$ cat src/rtl/pipe_stage_reg.sv
// Valid/ready pipeline register with optional 2-entry skid buffer.
// Define PIPE_STAGE_SKID_EN to build the skid entry and a registered in_ready.
module pipe_stage_reg #(
  parameter int                DATA_W     = 32,
  parameter logic [DATA_W-1:0] BUBBLE_VAL = '0
) (
  input  logic              clk,
  input  logic              rst,
  input  logic              flush,
  input  logic              in_valid,
  input  logic [DATA_W-1:0] in_data,
  output logic              in_ready,
  output logic              out_valid,
  output logic [DATA_W-1:0] out_data,
  input  logic              out_ready,
  output logic [1:0]        count
);

`ifdef PIPE_STAGE_SKID_EN
  typedef enum logic [1:0] {EMPTY = 2'd0, ONE = 2'd1, TWO = 2'd2} state_e;
`else
  typedef enum logic [1:0] {EMPTY = 2'd0, ONE = 2'd1} state_e;
`endif

  state_e            state_q, state_d;
  logic [DATA_W-1:0] main_q, main_d;
  logic              push, pop;

  // State encoding doubles as the occupancy count.
  assign count     = state_q;
  assign out_valid = (state_q != EMPTY);
  assign out_data  = out_valid ? main_q : BUBBLE_VAL;
  assign pop       = out_valid & out_ready;

`ifdef PIPE_STAGE_SKID_EN
  logic [DATA_W-1:0] skid_q, skid_d;
  logic              in_ready_q;

  assign in_ready = in_ready_q;
  assign push     = in_valid & in_ready_q;

  always_comb begin
    state_d = state_q;
    main_d  = main_q;
    skid_d  = skid_q;
    case (state_q)
      EMPTY: begin
        if (push) begin
          state_d = ONE;
          main_d  = in_data;
        end
      end
      ONE: begin
        if (push && pop) begin
          main_d = in_data;
        end else if (push) begin
          state_d = TWO;
          skid_d  = in_data;
        end else if (pop) begin
          state_d = EMPTY;
        end
      end
      TWO: begin
        if (pop) begin
          state_d = ONE;
          main_d  = skid_q;
        end
      end
      default: state_d = EMPTY;
    endcase
    if (flush) state_d = EMPTY;
  end

  always_ff @(posedge clk) begin
    if (rst) begin
      state_q    <= EMPTY;
      in_ready_q <= 1'b1;
    end else begin
      state_q    <= state_d;
      in_ready_q <= (state_d != TWO);
    end
  end

  always_ff @(posedge clk) begin
    main_q <= main_d;
    skid_q <= skid_d;
  end
`else
  // Without the skid entry a new beat is only taken when the held one leaves.
  assign in_ready = out_ready | ~out_valid;
  assign push     = in_valid & in_ready;

  always_comb begin
    state_d = state_q;
    main_d  = main_q;
    case (state_q)
      EMPTY: begin
        if (push) begin
          state_d = ONE;
          main_d  = in_data;
        end
      end
      ONE: begin
        if (push) begin
          main_d = in_data;
        end else if (pop) begin
          state_d = EMPTY;
        end
      end
      default: state_d = EMPTY;
    endcase
    if (flush) state_d = EMPTY;
  end

  always_ff @(posedge clk) begin
    if (rst) begin
      state_q <= EMPTY;
    end else begin
      state_q <= state_d;
    end
  end

  always_ff @(posedge clk) begin
    main_q <= main_d;
  end
`endif

endmodule
$ cat config.mk
export PLATFORM = sky130hd
export DESIGN_NAME = pipe_stage_reg
export DESIGN_NICKNAME = d
export VERILOG_FILES = /design/src/rtl/pipe_stage_reg.sv
export SDC_FILE = /design/constraint.sdc
export NUM_CORES = 1
export LEC_CHECK = 0
export CORE_ASPECT_RATIO = 1.25
export CORE_UTILIZATION = 33
export DETAILED_ROUTE_END_ITERATION = 8
export GPL_TIMING_DRIVEN = 0
export PLACE_DENSITY_LB_ADDON = 0.12
export SLEW_MARGIN = 20
export SYNTH_ARGS = -nofsm -noshare
export SYNTH_HDL_FRONTEND = slang
export SYNTH_SLANG_ARGS = --single-unit
$ cat constraint.sdc
create_clock -name clk -period 1.45 [get_ports clk]
set_input_delay 0.435 -clock clk [delete_from_list [all_inputs] [get_ports clk]]
set_output_delay 0.435 -clock clk [all_outputs]
set_load 0.02 [all_outputs]
==> results.sh, run 1 <==
export IMPL_setup_viol=31
export IMPL_top_area_cell_type_share_of_the_netlist_area_pct=76.9
export IMPL_post_route_drc_count=10
export IMPL_p_total_uw=2040
export IMPL_list_of_cells_traversed_by_the_critical_path="buf_8 -> and2_1 -> buf_6"
export IMPL_p_seq_share_pct=55.2
export IMPL_most_instantiated_flip_flop_cell_in_the_synthesis_netlist="sky130_fd_sc_hd__edfxtp_1"
export IMPL_share_clk_of_total_power_pct=30.7
export IMPL_failed_checks="DRC, setup timing"
export IMPL_power_density_nw_per_um2=918
export IMPL_hold_path_startpoint="flush"
export IMPL_critical_path_arrival_ns=1.08
export IMPL_destination_of_the_worst_register_to_register_timing_path="main_q[26]"
export IMPL_syn_inst=75
export IMPL_place_inst=185
export IMPL_grt_pass1_wl_um=3930
export IMPL_antenna_diode_count=0
export IMPL_cts_tree="built"
export IMPL_comb_power_share_pct=14.1
export IMPL_cap_viol_max_count=0
export IMPL_critical_path_endpoint_type="output pin"
export IMPL_clk_root_buffer_cell="sky130_fd_sc_hd__clkbuf_8"
export IMPL_finish_cell_count_without_fillers=195
export IMPL_cts_buffers=5
export IMPL_syn_num_nets=112
export IMPL_ys_warnings_count=0
export IMPL_power_switching_uw=427
export IMPL_syn2layout_area_growth_pct=77.6
export IMPL_final_hold_viol_count=0
export IMPL_multiInputGateArea_sq_um=288
export IMPL_synth_area_per_cell_sq_um=16.7
export IMPL_dp_hpwl_um=1770
export IMPL_nets_finish=193
export IMPL_synth_top_cell_by_area="sky130_fd_sc_hd__edfxtp_1"
export IMPL_drive_gt1_share_pct=44.2
export IMPL_setup_repair_after_global_routing_missed_its_margin="yes"
export IMPL_rrSetupSlack_ns=0.20
export IMPL_die_width_um=57.0
export IMPL_result_of_the_run="finished with violations"
export IMPL_highest_ir_drop_seen_on_vdd_mv=0.785
export IMPL_post_drt_via_cell_ratio=4.40
export IMPL_die_area_sq_um=4040
export IMPL_crit_fanout=10
export IMPL_floorplan_rows=24
export IMPL_fin_hold_ws_ns=0.703
export IMPL_clk_pin_slew_ns=0.06
export IMPL_sink_of_the_worst_hold_path="count[0]"
export IMPL_maximum_number_of_pins_on_one_net_before_global_route_repair=33
export IMPL_hold_class="primary input to register"
export IMPL_clock_tree_skew_after_final_layout_ns=0.00334
export IMPL_synth_async_sr_flop_share_pct=0
export IMPL_setup_ws_ns=-0.0648
export IMPL_fin_util_pct=62.6
export IMPL_crit_required_ns=1.02
export IMPL_wl_per_cell_um=13.5
export IMPL_global_route_overflow_total=0
export IMPL_pre_cts_ws_ns=-0.643
export IMPL_synth_commonest_cells="sky130_fd_sc_hd__edfxtp_1, sky130_fd_sc_hd__and2_1, sky130_fd_sc_hd__and2_2, sky130_fd_sc_hd__clkbuf_2, sky130_fd_sc_hd__buf_4"
export IMPL_min_period_over_period_pct=104
export IMPL_core_area_sq_um=3540
export IMPL_drv_slew=0
export IMPL_io_pins=73
export IMPL_timing_setup_critical_path_class="register to output pin"
export IMPL_r2r_start="count[0]"
export IMPL_count_of_hold_fix_buffers_inserted_at_cts=0
export IMPL_ys_seq_elements=33
export IMPL_layout_area_seq_sq_um=985
export IMPL_worstHoldPathCells=2
export IMPL_post_synth_top_count_cell="sky130_fd_sc_hd__edfxtp_1"
export IMPL_clock_fmax_mhz=660
export IMPL_crit_path_largest_cell_delay_ns=0.41
export IMPL_switching_share_pct=21.0
export IMPL_leakage_uw=0.000900
export IMPL_final_replace_weighted_congestion=0.640
export IMPL_synth_area_top_cells="sky130_fd_sc_hd__edfxtp_1, sky130_fd_sc_hd__and2_1, sky130_fd_sc_hd__and2_2"
export IMPL_timing_critical_path_from_type="register"
export IMPL_initialDrtViolationCount=28
export IMPL_timing_final_crit_period_ns=1.51
export IMPL_num_vias=858
export IMPL_worstRegToRegCells=3
export IMPL_synth_cell_type_count=10
export IMPL_count_of_flip_flops_with_a_built_in_enable_after_synthesis=32
export IMPL_source_to_sink_clock_delay_at_the_later_pin_of_the_worst_skew_pair_ns=0.28
export IMPL_power_report_internal_total_uw=1610
export IMPL_clockBufferDepth=2
export IMPL_dieHeight_um=70.8
export IMPL_fill_cells=286
export IMPL_synth_seq_area_share_pct=78.5
export IMPL_final_antenna_net_count=0
export IMPL_clock_tree_htree_level_count=2
export IMPL_dr_pass1_iters=6
export IMPL_initial_core_utilization_pct=35.3
export IMPL_buffer_ports_inserted=71
export IMPL_grt_antenna_before_repair=0
export IMPL_wirelength_um=2640
export IMPL_post_syn_area_sq_um=1250
export IMPL_cts_sink_count=33
export IMPL_first_global_vias=844
export IMPL_grt_use_total_pct=13.6
export IMPL_critical_path_slowest_cell="sky130_fd_sc_hd__dfxtp_4"
-- worst max path at each step --
stage | from | to | slack, ns
after global placement | out_ready | in_ready | -0.60
after global routing | count[0] | out_data[14] | -0.12
after CTS | count[0] | out_data[14] | -0.10
after detailed placement | out_ready | in_ready | -0.64
final | count[0] | out_data[14] | -0.06
after floorplan | count[0] | out_data[0] | 0.05
-- metrics by stage --
| stage | TNS, ns | area (sq um) |
|---|---|---|
| final | -1.60 | 2220 |
| after global routing | -3.42 | 2220 |
| after CTS | -2.57 | 2170 |
| after detailed placement | -28.16 | 2010 |
| after global placement | -25.63 | 2010 |
| after floorplan | 0 | 1250 |
-- worst max-delay path: cells and delay by family (launching register included) --
kind                   cells  cell delay [ns]
AND/OR/NAND/NOR            1             0.14
buffers and inverters      2             0.25
flip-flops                 1             0.41
-- layout make-up --
cell class / instances / share of cell area (%)
flip-flops and latches: 33 / 44.4
clock buffers: 6 / 3.27
clock inverters: 1 / 0.169
inverters: 1 / 0.169
multi-input cells: 37 / 13.0
repair buffers: 73 / 34.2
well taps: 39 / 2.20
plain buffers: 5 / 2.71
-- power by group through the flow --
| stage | registers [uW] | logic [uW] | clock network (uW) |
|---|---|---|---|
| floorplan | 1140 | 88.1 | 0 |
| global placement | 1140 | 248 | 0 |
| detailed placement | 1140 | 254 | 0 |
| CTS | 1120 | 274 | 651 |
| global route | 1130 | 303 | 692 |
| finish | 1120 | 287 | 625 |
-- placed cells by master, fill, tap and decap left out --
cell,count
sky130_fd_sc_hd__buf_8,3
sky130_fd_sc_hd__dlygate4sd2_1,1
sky130_fd_sc_hd__clkbuf_8,5
sky130_fd_sc_hd__and2_1,15
sky130_fd_sc_hd__inv_1,1
sky130_fd_sc_hd__edfxtp_1,32
sky130_fd_sc_hd__buf_4,5
sky130_fd_sc_hd__conb_1,1
sky130_fd_sc_hd__clkinv_1,1
sky130_fd_sc_hd__dfxtp_4,1
sky130_fd_sc_hd__and2_4,17
sky130_fd_sc_hd__nand2b_4,1
sky130_fd_sc_hd__clkdlybuf4s50_1,35
sky130_fd_sc_hd__buf_2,1
sky130_fd_sc_hd__and2_2,2
sky130_fd_sc_hd__a211oi_2,1
sky130_fd_sc_hd__buf_6,33
sky130_fd_sc_hd__clkbuf_1,1
-- layer usage --
layer | vias to the layer above | GRT usage, % | wire length [um] | part of all wire, %
met5 | - | 0 | 0 | 0
met4 | 0 | 7.32 | 55 | 2.1
met3 | 6 | 6.40 | 251 | 9.5
met2 | 43 | 21.8 | 1350 | 51
met1 | 392 | 14.9 | 986 | 37
li1 | 417 | - | - | -
-- sequential cells by signal, indices dropped and copies added (netlist names) --
signal  cells
count       1
main_q     32
-- logic make-up after synthesis --
group | Yosys count | share of synthesized area (%)
other | 1 | 0.300
and+or+nand+nor | 34 | 17.5
buffers and inverters | 6 | 2.70
AOI/OAI and AO/OA | 1 | 1.00
DFF | 33 | 78.5
-- repair_timing --
item	4_1_cts	5_1_grt
buffers inserted	2	0
pin swaps	0	1
gates cloned	0	1
resized for setup	217	19
endpoints found under the setup margin	67	66
(Power assumes the default switching activity.)
==> inputs of run 2 (changes only) <==
--- a/config.mk
+++ b/config.mk
@@ -6,11 +6,12 @@
 export NUM_CORES = 1
 export LEC_CHECK = 0
 export CORE_ASPECT_RATIO = 1.25
+export CORE_MARGIN = 4
 export CORE_UTILIZATION = 33
 export DETAILED_ROUTE_END_ITERATION = 8
 export GPL_TIMING_DRIVEN = 0
+export HOLD_SLACK_MARGIN = 0.12
 export PLACE_DENSITY_LB_ADDON = 0.12
-export SLEW_MARGIN = 20
 export SYNTH_ARGS = -nofsm -noshare
 export SYNTH_HDL_FRONTEND = slang
 export SYNTH_SLANG_ARGS = --single-unit
==> run 2 against run 1 <==
Effect of this change:
- the flow finishes with violations (setup timing)
- first-iteration DRC count decreased by 57%
- count of clock-buffer cells in the layout did not move
- maximum frequency down 0.79%
- utilization grew 0.70 points
- clock skew fell by 0.0016 ns
- critical endpoint is now out_data[15]
==> results.sh, run 2 (synthesis gave the netlist of run 1 again) <==
export IMPL_placed_cell_area_sq_um=2010
export IMPL_switching_share_pct=20.6
export IMPL_min_period_over_period_pct=105
export IMPL_hold_class="primary input to register"
export IMPL_syn2layout_area_growth_pct=81.1
export IMPL_die_width_um=63.0
export IMPL_grt_use_total_pct=12.0
export IMPL_dp_hpwl_um=1930
export IMPL_setup_repair_after_global_routing_missed_its_margin="yes"
export IMPL_highest_ir_drop_seen_on_vdd_mv=0.642
export IMPL_crit_path_largest_cell_delay_ns=0.41
export IMPL_maximum_number_of_pins_on_one_net_before_global_route_repair=33
export IMPL_fill_cells=295
export IMPL_die_area_sq_um=4840
export IMPL_final_replace_weighted_congestion=0.611
export IMPL_clock_tree_htree_level_count=2
export IMPL_area_of_all_placed_cells_without_fillers_sq_um=2260
export IMPL_wirelength_um=2900
export IMPL_clock_tree_skew_after_final_layout_ns=0.00171
export IMPL_clockBufferDepth=2
export IMPL_initial_core_utilization_pct=35.0
export IMPL_final_hold_viol_count=0
export IMPL_grt_antenna_before_repair=0
export IMPL_post_route_drc_count=0
export IMPL_buffer_ports_inserted=71
export IMPL_final_cell_mix="sky130_fd_sc_hd__buf_6, sky130_fd_sc_hd__clkdlybuf4s50_1, sky130_fd_sc_hd__edfxtp_1"
export IMPL_initialDrtViolationCount=12
export IMPL_power_density_nw_per_um2=901
export IMPL_source_to_sink_clock_delay_at_the_later_pin_of_the_worst_skew_pair_ns=0.27
export IMPL_largest_register_ff_count=32
export IMPL_dieHeight_um=76.8
export IMPL_cts_sink_count=33
export IMPL_timing_setup_critical_path_class="register to output pin"
export IMPL_power_switching_uw=420
export IMPL_drv_slew=0
export IMPL_p_total_uw=2040
export IMPL_crit_required_ns=1.02
export IMPL_destination_of_the_worst_register_to_register_timing_path="main_q[0]"
export IMPL_dr_pass1_iters=3
export IMPL_worstRegToRegCells=3
export IMPL_finish_cell_count_without_fillers=197
export IMPL_crit_fanout=6
export IMPL_cts_buffers=5
export IMPL_timing_final_crit_period_ns=1.53
export IMPL_post_drt_via_cell_ratio=4.38
export IMPL_antenna_diode_count=0
export IMPL_setup_ws_ns=-0.0768
export IMPL_leakage_uw=0.000925
export IMPL_grt_pass1_wl_um=4350
export IMPL_failed_checks="setup timing"
export IMPL_cap_viol_max_count=0
export IMPL_worst_setup_path_startpoint="count[0]"
export IMPL_num_vias=863
export IMPL_comb_power_share_pct=14.7
export IMPL_result_of_the_run="finished with violations"
export IMPL_share_clk_of_total_power_pct=30.1
export IMPL_fin_util_pct=63.3
export IMPL_timing_critical_path_from_type="register"
export IMPL_clk_root_buffer_cell="sky130_fd_sc_hd__clkbuf_8"
export IMPL_critical_path_arrival_ns=1.09
export IMPL_cts_tree="built"
export IMPL_r2r_start="count[0]"
export IMPL_place_inst=185
export IMPL_worstPathBufferInverterCount=2
export IMPL_clk_pin_slew_ns=0.06
export IMPL_first_global_vias=901
export IMPL_clock_fmax_mhz=655
export IMPL_count_of_hold_fix_buffers_inserted_at_cts=0
export IMPL_crit_path_end="out_data[15]"
export IMPL_floorplan_rows=24
export IMPL_critical_path_slowest_cell="sky130_fd_sc_hd__dfxtp_4"
export IMPL_global_route_overflow_total=0
export IMPL_setup_viol=34
export IMPL_final_antenna_net_count=0
export IMPL_p_seq_share_pct=55.2
export IMPL_io_pins=73
export IMPL_largest_register_by_flop_count="main_q"
export IMPL_cp_depth=3
export IMPL_list_of_cells_traversed_by_the_critical_path="clkbuf_8 -> and2_4 -> buf_6"
export IMPL_core_area_sq_um=3570
export IMPL_pre_cts_ws_ns=-0.605
export IMPL_drive_gt1_share_pct=50.0
export IMPL_rrSetupSlack_ns=0.24
export IMPL_nets_finish=195
export IMPL_power_report_internal_total_uw=1620
export IMPL_wl_per_cell_um=14.7
export IMPL_worst_path_dominant_cell_family="flip-flops"
export IMPL_critical_path_endpoint_type="output pin"
-- run 2: changes by cell type in the layout (fill, tap and decap cells not counted), sizes merged --
cell / change
buf: +1
clkbuf: +1
-- run 2: power groups by stage --
| stage | sequential [uW] | combinational [uW] | clock (uW) |
|---|---|---|---|
| 3_5_place_dp | 1140 | 254 | 0 |
| 6_report | 1130 | 299 | 614 |
| 2_1_floorplan | 1140 | 88.1 | 0 |
| 5_1_grt | 1130 | 316 | 683 |
| 3_3_place_gp | 1140 | 250 | 0 |
| 4_1_cts | 1120 | 279 | 646 |
-- run 2: layout make-up --
type	instances	area [sq um]	share of cell area, %
clock inverter	1	3.75	0.166
sequential	33	985	43.5
timing repair buffer	75	781	34.5
inverter	1	3.75	0.166
buffer	5	58.8	2.60
tap	39	48.8	2.16
multi-input combinational	37	310	13.7
clock buffer	6	72.6	3.21
-- run 2: worst min path at each step --
stage / startpoint / endpoint / slack (ns) / cells past startpoint
final: out_ready / count[0] / 0.68 / 4
after global routing: out_ready / count[0] / 0.68 / 4
after CTS: out_ready / count[0] / 0.65 / 4
after detailed placement: count[0] / count[0] / 0.64 / 2
after global placement: count[0] / count[0] / 0.62 / 2
after floorplan: flush / count[0] / 0.50 / 1
-- run 2: timing repair --
| action | CTS | global route |
|---|---|---|
| setup buffers | 2 | 1 |
| cloned | 1 | 1 |
| resized for setup | 222 | 27 |
| pin swaps | 0 | 1 |
| setup endpoints to repair | 67 | 63 |
-- run 2: metal layers --
layer | vias to the layer above | part of all wire (%) | GRT usage, %
li1 | 421 | - | -
met1 | 394 | 37 | 12.2
met2 | 44 | 54 | 20.3
met3 | 4 | 7.7 | 5.56
met4 | 0 | 1.2 | 5.96
met5 | - | 0 | 0
-- run 2: worst reg2reg max path: stages, from the launching register on --
cell	delay [ns]
sky130_fd_sc_hd__dfxtp_4	0.38
sky130_fd_sc_hd__buf_6	0.14
sky130_fd_sc_hd__nand2b_4	0.08
sky130_fd_sc_hd__and2_4	0.29
-- run 2: through the flow --
| step | TNS (ns) | hold WS, ns |
|---|---|---|
| floorplan | 0 | 0.500 |
| global placement | -25.71 | 0.617 |
| detailed placement | -27.32 | 0.640 |
| CTS | -2.69 | 0.652 |
| global route | -3.60 | 0.685 |
| finish | -1.81 | 0.676 |
